`src/rtl/tick_period_meter.sv`:
```
// Measures the clk_in-cycle interval between rising edges of tick_in and reports it via valid/ack.
// Optional min/max period tracking is enabled by defining TICK_PERIOD_METER_MINMAX_EN.
module tick_period_meter #(
   parameter int CNT_W       = 26,
   parameter int TIMEOUT     = 50000000,
   parameter int SYNC_STAGES = 2
) (
   input  logic             clk_in,
   input  logic             rst_n,
   input  logic             tick_in,
   input  logic             period_ack,
`ifdef TICK_PERIOD_METER_MINMAX_EN
   input  logic             minmax_clr,
   output logic [CNT_W-1:0] min_period,
   output logic [CNT_W-1:0] max_period,
`endif
   output logic [CNT_W-1:0] period_out,
   output logic             period_valid,
   output logic             locked,
   output logic             timeout,
   output logic             overrun
);

   typedef enum logic [1:0] {IDLE, MEASURE, TIMED_OUT} state_t;

   localparam logic [CNT_W-1:0] TIMEOUT_CNT = CNT_W'(TIMEOUT);

   logic [SYNC_STAGES-1:0] sync_q;
   logic                   hist_q;
   logic                   tick_edge;

   state_t                 state_q, state_d;
   logic [CNT_W-1:0]       cnt_q, cnt_d;
   logic                   result;
   logic                   to_timeout;
   logic                   from_timeout;

   // tick_in may be asynchronous; SYNC_STAGES must be at least 2
   always_ff @(posedge clk_in or negedge rst_n) begin
      if (!rst_n) begin
         sync_q <= '0;
         hist_q <= 1'b0;
      end else begin
         sync_q <= {sync_q[SYNC_STAGES-2:0], tick_in};
         hist_q <= sync_q[SYNC_STAGES-1];
      end
   end

   assign tick_edge = sync_q[SYNC_STAGES-1] & ~hist_q;

   always_ff @(posedge clk_in or negedge rst_n) begin
      if (!rst_n) begin
         state_q <= IDLE;
         cnt_q   <= '0;
      end else begin
         state_q <= state_d;
         cnt_q   <= cnt_d;
      end
   end

   // An edge on the cycle cnt reaches TIMEOUT takes priority over declaring timeout
   always_comb begin
      state_d      = state_q;
      cnt_d        = cnt_q;
      result       = 1'b0;
      to_timeout   = 1'b0;
      from_timeout = 1'b0;
      case (state_q)
         IDLE: begin
            if (tick_edge) begin
               cnt_d   = CNT_W'(1);
               state_d = MEASURE;
            end
         end
         MEASURE: begin
            if (tick_edge) begin
               result = 1'b1;
               cnt_d  = CNT_W'(1);
            end else if (cnt_q == TIMEOUT_CNT) begin
               to_timeout = 1'b1;
               cnt_d      = '0;
               state_d    = TIMED_OUT;
            end else begin
               cnt_d = cnt_q + CNT_W'(1);
            end
         end
         TIMED_OUT: begin
            cnt_d = '0;
            if (tick_edge) begin
               from_timeout = 1'b1;
               cnt_d        = CNT_W'(1);
               state_d      = MEASURE;
            end
         end
         default: begin
            state_d = IDLE;
            cnt_d   = '0;
         end
      endcase
   end

   always_ff @(posedge clk_in or negedge rst_n) begin
      if (!rst_n) begin
         period_out   <= '0;
         period_valid <= 1'b0;
         locked       <= 1'b0;
         timeout      <= 1'b0;
         overrun      <= 1'b0;
      end else begin
         if (result) begin
            period_out   <= cnt_q;
            period_valid <= 1'b1;
            locked       <= 1'b1;
            if (period_valid && !period_ack) begin
               overrun <= 1'b1;
            end
         end else if (period_ack) begin
            period_valid <= 1'b0;
         end
         if (to_timeout) begin
            timeout <= 1'b1;
            locked  <= 1'b0;
         end else if (from_timeout) begin
            timeout <= 1'b0;
         end
      end
   end

`ifdef TICK_PERIOD_METER_MINMAX_EN
   // A result arriving together with a clear seeds both extremes with that result
   always_ff @(posedge clk_in or negedge rst_n) begin
      if (!rst_n) begin
         min_period <= '1;
         max_period <= '0;
      end else if (minmax_clr) begin
         min_period <= result ? cnt_q : '1;
         max_period <= result ? cnt_q : '0;
      end else if (result) begin
         if (cnt_q < min_period) begin
            min_period <= cnt_q;
         end
         if (cnt_q > max_period) begin
            max_period <= cnt_q;
         end
      end
   end
`endif

endmodule

```
`config.mk`:
```
export PLATFORM = sky130hd
export DESIGN_NAME = tick_period_meter
export DESIGN_NICKNAME = d
export VERILOG_FILES = /design/src/rtl/tick_period_meter.sv
export SDC_FILE = /design/constraint.sdc
export NUM_CORES = 1
export LEC_CHECK = 0
export ABC_AREA = 1
export CELL_PAD_IN_SITES_DETAIL_PLACEMENT = 0
export CELL_PAD_IN_SITES_GLOBAL_PLACEMENT = 1
export CORE_MARGIN = 3
export CORE_UTILIZATION = 41
export DETAILED_ROUTE_END_ITERATION = 10
export PLACE_DENSITY_LB_ADDON = 0.1
export SETUP_SLACK_MARGIN = 0.15
export SLEW_MARGIN = 10
export SYNTH_ARGS = -nofsm -noshare
export SYNTH_HDL_FRONTEND = slang
export SYNTH_SLANG_ARGS = --single-unit
```
`constraint.sdc`:
```
create_clock -name clk_in -period 2 [get_ports clk_in]
set_clock_uncertainty 0.05 [all_clocks]
set_input_delay 0.4 -clock clk_in [delete_from_list [all_inputs] [get_ports clk_in]]
set_output_delay 0.4 -clock clk_in [all_outputs]
set_load 0.005 [all_outputs]
```
==> metrics.log <==
INFO  metric status = complete, no violations
INFO  metric cts_tree = yes
INFO  metric count_of_antenna_violating_nets_left_after_detailed_routing = 0
INFO  metric maxCapViolCount = 0
INFO  metric cpLargestDelayFamily = simple AND/OR/NAND/NOR gates
INFO  metric fin_hold_ws = 8.87 ps
INFO  metric total_number_of_clock_tree_sinks = 61
INFO  metric irDropWorstVdd = 0.370 mV
INFO  metric min_period_over_period = 83.3%
INFO  metric tightest_slew = 545 ps
INFO  metric postRouteWirelength = 7680 um
INFO  metric synth.cell_area = 3120 um^2
INFO  metric tns = 0 ps
INFO  metric via_count = 2,655
INFO  metric m1WireLength = 3850 um
INFO  metric highest_layer = met4
INFO  metric dr_wl_met2 = 3250 um
INFO  metric numCtsBuffers = 9
INFO  metric number_of_global_route_vias_before_repair = 2,574
INFO  metric clk_latency = 340 ps
INFO  metric drive_above_1_share = 11.5%
INFO  metric cp_slowest_cell = dfrtp_1
INFO  metric fp.dieArea = 8680 um^2
INFO  metric grt_pass1_wl = 13,000 um
INFO  metric fin_util = 52.6%
INFO  metric clk_transition_reported_paths = 70 ps
INFO  metric slowest_delay = 410 ps
INFO  metric first_pass_iters = 5
INFO  metric seq_area_frac_synth = 49.0%
INFO  metric place.gp.congestion = 0.843
INFO  metric avgRoutedWirePerCell = 14.1 um
INFO  metric crit_path_class = flop to flop
INFO  metric cp-end-kind = flop
INFO  metric syn_to_final_growth = 23.7%
INFO  metric layout_commonest_cell = nand2_1
INFO  metric cp_max_fo = 7
INFO  metric cts-root-to-sink-buffers = 2
INFO  metric route.detailed.drc = 0
INFO  metric htree_num_levels = 3
INFO  metric finalWorstPathRequiredPeriod = 1670 ps
INFO  metric yosysWarnings = 0
INFO  metric timing.critical_path.buf_inv = 2
INFO  metric drt_first_iter_violations = 131
INFO  metric initial_utilization = 42.5%
INFO  metric final_cell_mix = 113 x nand2_1, 61 x dfrtp_1, 53 x nor2_1
INFO  metric hold_violations = 0
INFO  metric grt_antenna_before_repair = 0
INFO  metric grt_remaining_overflow = 0
INFO  metric rsz_0062_raised_after_global_routing = yes
INFO  metric die_width = 93.2 um
INFO  metric gr-usage-all-layers = 19.4%
INFO  metric io_pins = 34
INFO  metric synth_cell_type_count = 29
INFO  metric power.density_cell_area = 817 nW/um^2
INFO  metric timing.hold.worst.class = input pin to asynchronous set/reset pin
INFO  metric port-buffer-count = 33
INFO  metric die-height = 93.2 um
INFO  metric setup-violations-final = 0
INFO  metric routed_via_density = 4.89
INFO  metric flop_and_latch_count_out_of_synthesis = 61
INFO  metric arrival = 1840 ps
INFO  metric cts-root-buf = clkbuf_8
INFO  metric final_nets = 445
INFO  metric power.static_leakage = 1.68 nW
INFO  metric avgSynthCellArea = 7.81 um^2
INFO  metric cell_rows = 31
INFO  metric detailroute.wirelength.met3 = 450 um
INFO  metric setup_crit_start_kind = flop
INFO  metric grt_max_degree = 62
INFO  metric slew_headroom = 63.4%
INFO  metric report.final.slew_viol_count = 0
INFO  metric synthCells = 399
INFO  metric antenna_cells_inserted = 0
INFO  metric crit_chain = inv_1 -> ha_1 -> nand2_1 -> nor2_1 -> nand2_1 -> nor2_2 -> nand2_1 -> nand2_4 -> nand2_4 -> inv_4 -> nor2_1
INFO  metric detailed_place_hpwl = 5820 um
INFO  metric floorplan.core_area = 7330 um^2
INFO  metric setup.reg_to_reg.worst_slack = 330 ps
INFO  metric synth_fp_nets = 405
INFO  metric fmax = 600 MHz
INFO  metric cpMostUsedCell = nand2_1
INFO  metric critical_path_required = 2180 ps
## cells by family after synthesis
logic type      share of synthesized area [%]
simple gates                             34.0
buf+inv                                  7.23
fa+ha+maj                               0.803
flops                                    49.0
compound gates                           7.31
xor+xnor                                 1.69
## cell usage after synthesis
| master | instances | share of area (%) |
|---|---|---|
| inv_4 | 1 | 0.20 |
| buf_4 | 1 | 0.24 |
| nand2_4 | 2 | 0.72 |
| nand3_2 | 2 | 0.64 |
| nor3_1 | 5 | 0.80 |
| buf_6 | 1 | 0.36 |
| inv_2 | 2 | 0.24 |
| nor2_1 | 54 | 6.5 |
| buf_2 | 4 | 0.64 |
| o31ai_1 | 2 | 0.48 |
| nor2_4 | 5 | 1.8 |
| clkbuf_1 | 5 | 0.60 |
| nand4_4 | 1 | 0.68 |
| o21ai_0 | 35 | 5.6 |
| nor3_2 | 2 | 0.64 |
| inv_1 | 41 | 4.9 |
| nor2_2 | 8 | 1.6 |
| ha_1 | 2 | 0.80 |
| dfrtp_1 | 61 | 49 |
| a21oi_1 | 1 | 0.16 |
| o21ai_1 | 4 | 0.64 |
| or2_0 | 3 | 0.60 |
| xnor2_1 | 1 | 0.28 |
| nand2_1 | 113 | 14 |
| xor2_1 | 5 | 1.4 |
| nand2_2 | 2 | 0.40 |
| nand3_1 | 22 | 3.5 |
| o22ai_1 | 2 | 0.40 |
| nand4_1 | 12 | 2.4 |
## final timing paths
| kind | startpoint | to | cells after the start |
|---|---|---|---|
| setup reg to reg | cnt_q[1] | cnt_q[4] | 11 |
| max in group asynchronous | rst_n | cnt_q[9] | 2 |
| setup / recovery | cnt_q[1] | cnt_q[4] | 11 |
| hold / removal | rst_n | period_out[2] | 2 |
| min in group clk_in | sync_q[0] | sync_q[1] | 0 |
| hold reg to reg | sync_q[0] | sync_q[1] | 0 |
## state kept, by name, indices dropped and copies added, names as in the netlist
name / cells
period_valid: 1
locked: 1
state_q: 2
hist_q: 1
sync_q: 2
overrun: 1
cnt_q: 26
period_out: 26
timeout: 1
## per-stage QoR
step                total power [W]  worst slack (ps)  cell area, um^2  instances
floorplan                   0.00156               522             3120        399
global placement            0.00173               272             3580        527
detailed placement          0.00173               228             3580        527
CTS                         0.00317               211             3850        543
global route                0.00331               131             3850        543
finish                      0.00315               333             3850        543
## worst reg2reg max path, delay by kind of cell (launching register included)
kind                       cells  cell delay, ps
and+or+nand+nor                8             690
DFF                            1             410
buffers and inverters          2             210
adders and majority gates      1             180
## routing by layer
metal	global-route usage, %	up-vias
met5	0	-
met4	7.08	0
met3	3.78	14
met2	28.2	91
met1	28.6	1203
li1	-	1347
## timing repair
item,4_1_cts,5_1_grt
setup endpoints to repair,0,15
hold buffers,0,0
buffers inserted,0,0
resized for setup,0,3
## final cells by class
type | instances | area, um^2
clock buffers | 9 | 124
clock inverters | 7 | 138
fillers | 685 | 3480
inverters | 44 | 168
multi-input cells | 283 | 1370
flip-flops and latches | 61 | 1530
well taps | 99 | 124
repair buffers | 40 | 403
## report_power, final
group	leakage, nW	internal (W)	switching, W	total [W]
Clock	0.129	0.000949	0.000497	0.00145
Combinational	0.733	0.000143	0.000185	0.000328
Sequential	0.817	0.00130	0.0000724	0.00137
(Power assumes the default switching activity.)
